**src/rtl/requantize_control.sv**
```systemverilog
// Requantize sequencer: walks lines 0..N-1 of a granule, derives band/window/mode
// per line from the 44.1 kHz band tables, and handshakes each line with the calc block.
module requantize_control (
  input  logic       clk,
  input  logic       rst,
  input  logic       go_i,
  input  logic [1:0] block_type_i,
  input  logic       mixed_block_flag_i,
  input  logic [9:0] nonzero_count_i,
  output logic       busy_o,
  output logic       done_o,
  output logic       calc_start_o,
  input  logic       calc_ready_i,
  input  logic       calc_active_i,
  output logic [9:0] calc_index_o,
  output logic [4:0] calc_cb_o,
  output logic [1:0] calc_window_o,
  output logic       calc_calc_mode_o
);

  localparam logic [9:0] LINES      = 10'd576;
  localparam logic [9:0] MIXED_LAST = 10'd35;

  typedef enum logic [1:0] {IDLE, ISSUE, WAIT, DONE} state_t;

  typedef struct packed {
    logic [9:0] idx;
    logic [4:0] cb;
    logic [1:0] win;
    logic       mode;
    logic [7:0] pos;
  } line_t;

  localparam line_t LINE_RST = '{idx: 10'd0, cb: 5'd0, win: 2'd0, mode: 1'b1, pos: 8'd0};

  function automatic logic [7:0] long_width(input logic [4:0] cb);
    case (cb)
      5'd0, 5'd1, 5'd2, 5'd3, 5'd4, 5'd5: long_width = 8'd4;
      5'd6, 5'd7:                         long_width = 8'd6;
      5'd8, 5'd9:                         long_width = 8'd8;
      5'd10:                              long_width = 8'd10;
      5'd11:                              long_width = 8'd12;
      5'd12:                              long_width = 8'd16;
      5'd13:                              long_width = 8'd20;
      5'd14:                              long_width = 8'd24;
      5'd15:                              long_width = 8'd28;
      5'd16:                              long_width = 8'd34;
      5'd17:                              long_width = 8'd42;
      5'd18:                              long_width = 8'd50;
      5'd19:                              long_width = 8'd54;
      5'd20:                              long_width = 8'd76;
      default:                            long_width = 8'd158;
    endcase
  endfunction

  function automatic logic [7:0] short_width(input logic [4:0] cb);
    case (cb)
      5'd0, 5'd1, 5'd2, 5'd3: short_width = 8'd4;
      5'd4:                   short_width = 8'd6;
      5'd5:                   short_width = 8'd8;
      5'd6:                   short_width = 8'd10;
      5'd7:                   short_width = 8'd12;
      5'd8:                   short_width = 8'd14;
      5'd9:                   short_width = 8'd18;
      5'd10:                  short_width = 8'd22;
      5'd11:                  short_width = 8'd30;
      default:                short_width = 8'd56;
    endcase
  endfunction

  state_t     state_q;
  line_t      line_q, line_d;
  logic [9:0] n_q, n_go;
  logic       mixed_q, busy_q, done_q, start_q;
  logic [7:0] width;
  logic       last, complete;

  always_comb begin
    width    = line_q.mode ? long_width(line_q.cb) : short_width(line_q.cb);
    line_d   = line_q;
    line_d.idx = line_q.idx + 10'd1;
    // Mixed blocks hand over from long band 7 to short band 3 at line 36.
    if (mixed_q && line_q.mode && line_q.idx == MIXED_LAST) begin
      line_d.mode = 1'b0;
      line_d.cb   = 5'd3;
      line_d.win  = 2'd0;
      line_d.pos  = 8'd0;
    end else if (line_q.pos == width - 8'd1) begin
      line_d.pos = 8'd0;
      if (line_q.mode || line_q.win == 2'd2) begin
        line_d.win = 2'd0;
        line_d.cb  = line_q.cb + 5'd1;
      end else begin
        line_d.win = line_q.win + 2'd1;
      end
    end else begin
      line_d.pos = line_q.pos + 8'd1;
    end
    last     = (line_d.idx == n_q);
    complete = calc_ready_i && calc_active_i && !start_q;
    n_go     = (nonzero_count_i > LINES) ? LINES : nonzero_count_i;
  end

  always_ff @(posedge clk) begin
    if (rst) begin
      state_q <= IDLE;
      line_q  <= LINE_RST;
      n_q     <= 10'd0;
      mixed_q <= 1'b0;
      busy_q  <= 1'b0;
      done_q  <= 1'b0;
      start_q <= 1'b0;
    end else begin
      start_q <= 1'b0;
      done_q  <= 1'b0;
      case (state_q)
        IDLE: begin
          if (go_i) begin
            n_q         <= n_go;
            mixed_q     <= (block_type_i == 2'd2) && mixed_block_flag_i;
            line_q      <= LINE_RST;
            line_q.mode <= !((block_type_i == 2'd2) && !mixed_block_flag_i);
            if (n_go == 10'd0) begin
              state_q <= DONE;
              done_q  <= 1'b1;
            end else begin
              state_q <= ISSUE;
              start_q <= 1'b1;
              busy_q  <= 1'b1;
            end
          end
        end
        ISSUE: state_q <= WAIT;
        WAIT: begin
          // The tuple only moves on the calc block's final cycle, so it stays
          // stable for the block's combinational reads and its index latch.
          if (complete) begin
            if (last) begin
              state_q <= DONE;
              done_q  <= 1'b1;
              busy_q  <= 1'b0;
            end else begin
              state_q <= ISSUE;
              start_q <= 1'b1;
              line_q  <= line_d;
            end
          end
        end
        DONE:    state_q <= IDLE;
        default: state_q <= IDLE;
      endcase
    end
  end

  assign busy_o           = busy_q;
  assign done_o           = done_q;
  assign calc_start_o     = start_q;
  assign calc_index_o     = line_q.idx;
  assign calc_cb_o        = line_q.cb;
  assign calc_window_o    = line_q.win;
  assign calc_calc_mode_o = line_q.mode;

endmodule

```
**config.mk**
```make
export PLATFORM = sky130hd
export DESIGN_NAME = requantize_control
export DESIGN_NICKNAME = d
export VERILOG_FILES = /design/src/rtl/requantize_control.sv
export SDC_FILE = /design/constraint.sdc
export NUM_CORES = 1
export LEC_CHECK = 0
export ABC_AREA = 1
export CAP_MARGIN = 25
export CORE_AREA = 2 2 78 80
export DETAILED_ROUTE_END_ITERATION = 10
export DIE_AREA = 0 0 80 82
export GPL_TIMING_DRIVEN = 0
export PLACE_DENSITY = 0.85
export SLEW_MARGIN = 20
export SYNTH_ARGS = -nofsm -noshare
export SYNTH_HDL_FRONTEND = slang
export SYNTH_SLANG_ARGS = --single-unit
```
**constraint.sdc**
```tcl
create_clock -name clk -period 9.1 [get_ports clk]
set_clock_uncertainty 0.1 [all_clocks]
set_input_delay 0.91 -clock clk [delete_from_list [all_inputs] [get_ports clk]]
set_output_delay 0.91 -clock clk [all_outputs]
set_load 0.005 [all_outputs]
```
==> results.yml <==
status:
  status: "finished, final reports clean"
synth:
  synth_async_sr_flop_share_pct: 0
  synthTopCellsByArea: "dfxtp_1, nand2_1, nand3_1"
  ys_ff_latch: 54
  avgSynthCellArea_sq_um: 6.68
  ys_seq_area_share_pct: 31.5
  yosys_warnings: 0
  syn_nets: 540
  yosys.area.top_type_share_pct: 31.5
  synth_edf_count: 0
  ys.flop_type: "dfxtp_1"
  synth_area_sq_um: 3430
  synth_top_area_cell: "dfxtp_1"
  ys_types: 44
  synthCells: 513
power_and_ir_drop:
  p_total_mw: 0.682
  p_int_mw: 0.430
  p_per_area_nw_per_um2: 171
  p_switching_mw: 0.253
  pwr-share-clk_pct: 20.8
  p_comb_share_pct: 38.1
  swShare_pct: 37.0
  p_leak_nw: 1.73
  pwr-share-seq_pct: 41.1
  worst_ir_drop_vdd_v: 0.000107
sta:
  fin_tns_setup_ps: 0
  worst_slew_pin_slew_ps: 572
  slew_headroom_pct: 61.9
  rsz0062_at_grt: "false"
  min_period_ps: 3440
  setup_ws_ps: 5660
  post-route-period-util_pct: 37.8
  finalSetupViolations: 0
  hold_ws_ps: 369
  clock.fmax_mhz: 290
  hold_violations: 0
  final_max_slew_viol_count: 0
setup_path:
  critical_path_buf_inv_count: 4
  crit_start: "calc_calc_mode_o"
  critical-path-top-delay-family: "simple AND/OR/NAND/NOR gates"
  cp-start-kind: "register"
  cp.required_ps: 9250
  worstPathMaxFanout: 10
  reg2reg_depth: 23
  crit_cells: 23
  worstReg2RegStart: "calc_calc_mode_o"
  slowest_stage: "dfxtp_1"
  path_class: "register to register"
  path_cells: "buf_4 > nand2_1 > nand2_2 > inv_2 > ha_1 > a21oi_1 > o21ai_0 > nor2_1 > nand3_1 > nor2_1 > nand2_1 > nand2_2 > nand2_4 > o21bai_1 > nand2_1 > nor2_2 > inv_1 > ha_1 > inv_1 > nand2_1 > nand2_1 > nand2_1 > nand3_1"
  end_kind: "register"
  worstPathArrival_ps: 3590
  r2r_setup_slack_ps: 5660
  cpPeakStageDelay_ps: 480
  path_common_cell: "nand2_1"
drt:
  drt_iter0_markers: 273
  dr.pass1.iters: 5
  vias: 3383
  wl_mm: 7.87
  drc: 0
  vias_per_cell: 5.34
  final_antenna_net_count: 0
  wl_per_cell_microns: 12.4
clock_tree:
  clk_pin_slew_worst_paths_ps: 90
  clk_latency_ps: 310
  ctsHtreeMaxLevel: 2
  cts_root_buf: "clkbuf_8"
  cts_tree: "done"
  cts_hold_buffers: 0
  cts_resized: 0
  cts.path.max_buffers: 2
  cts_made_buffers: 5
  cts_sinks: 54
  cts_setup_buffers: 0
layout:
  diodes: 0
  final_common_cell: "nand2_1"
  layout-drive-gt1-share_pct: 11.8
  nets: 585
  final_cell_mix: "nand2_1, dfxtp_1, inv_1"
  fin_area_sq_um: 4000
  area_growth_pct: 16.6
global_routing:
  grt_first_pass_wirelength_mm: 12.8
  gr-total-overflow: 0
  first_global_vias: 2898
  grt_max_degree: 17
  grtUsageTotal_pct: 24.4
  antenna_found_initial: 0
hold_path:
  min_from: "line_q[7]"
  min-delay-path-class: "register to register"
floorplan:
  die_width_microns: 80
  die_y_microns: 82
  core-area_sq_um: 5750
  initial_utilization_pct: 59.7
  floorplan.die_area_sq_um: 6560
  ios: 39
  fp-row-count: 28
placement:
  place_area_sq_um: 3900
  numPortBuffers: 38
  preCtsSetupSlack_ps: 5610
  dp_hpwl_mm: 6.10
  gp_congestion: 0.897
run:
  cap_violations: 0
-- worst min path at each step --
stage | endpoint | depth (start not counted)
after floorplan | line_q[7] | 2
after global placement | line_q[7] | 2
after detailed placement | mixed_q | 2
after CTS | line_q[7] | 2
after global routing | busy_o | 2
final | line_q[7] | 2
-- kinds of logic after synthesis --
family	synth area share (%)
AO/OA/AOI/OAI	13.7
XOR/XNOR	2.04
adder cells (fa/ha/maj)	3.28
AND/OR/NAND/NOR	37.5
flip-flops	31.5
buffers and inverters	11.9
-- synth_stat cells (all sizes together), types with 2 or more instances --
cell / number
nor4: 4
nor2: 57
o21bai: 2
clkbuf: 5
a31oi: 4
a22oi: 3
nand3: 46
dfxtp: 54
o21a: 2
nand3b: 3
nand4: 5
or2: 2
a21oi: 28
ha: 9
xor2: 7
nand2: 154
nor3: 6
buf: 23
o21ai: 20
o211ai: 2
a211oi: 12
inv: 60
-- per-stage QoR --
step | instances | utilization (%)
finish | 634 | 69.6
CTS | 634 | 69.6
floorplan | 513 | -
global placement | 626 | 67.9
global route | 634 | 69.6
detailed placement | 626 | 67.9
-- power groups by stage --
stage / sequential (mW) / clock, mW / combinational, mW
finish: 0.281 / 0.142 / 0.260
global route: 0.284 / 0.153 / 0.293
CTS: 0.280 / 0.144 / 0.259
detailed placement: 0.286 / 0 / 0.257
global placement: 0.285 / 0 / 0.252
floorplan: 0.281 / 0 / 0.193
-- layout make-up --
type,instances,area [sq um]
Tap cell,75,93.8
Multi-Input combinational cell,371,1940
Timing Repair Buffer,38,380
Clock inverter,1,8.76
Buffer,28,184
Inverter,60,225
Sequential cell,54,1080
Clock buffer,7,86.3
Fill cell,517,1750
-- per-layer routing --
layer	up-vias	track usage, %	part of all wire (%)
met5	-	0	0
met4	0	5.93	0.85
met3	7	2.86	4.8
met2	108	41.0	47
met1	1523	33.6	48
li1	1745	-	-
-- tightest hold or removal path: cells and delay by family, from the launching register on --
family | cells | cell delay [ps]
DFF | 1 | 320
AOI/OAI and AO/OA | 1 | 50
and+or+nand+nor | 1 | 60
Power figures use the tool's default switching activity.
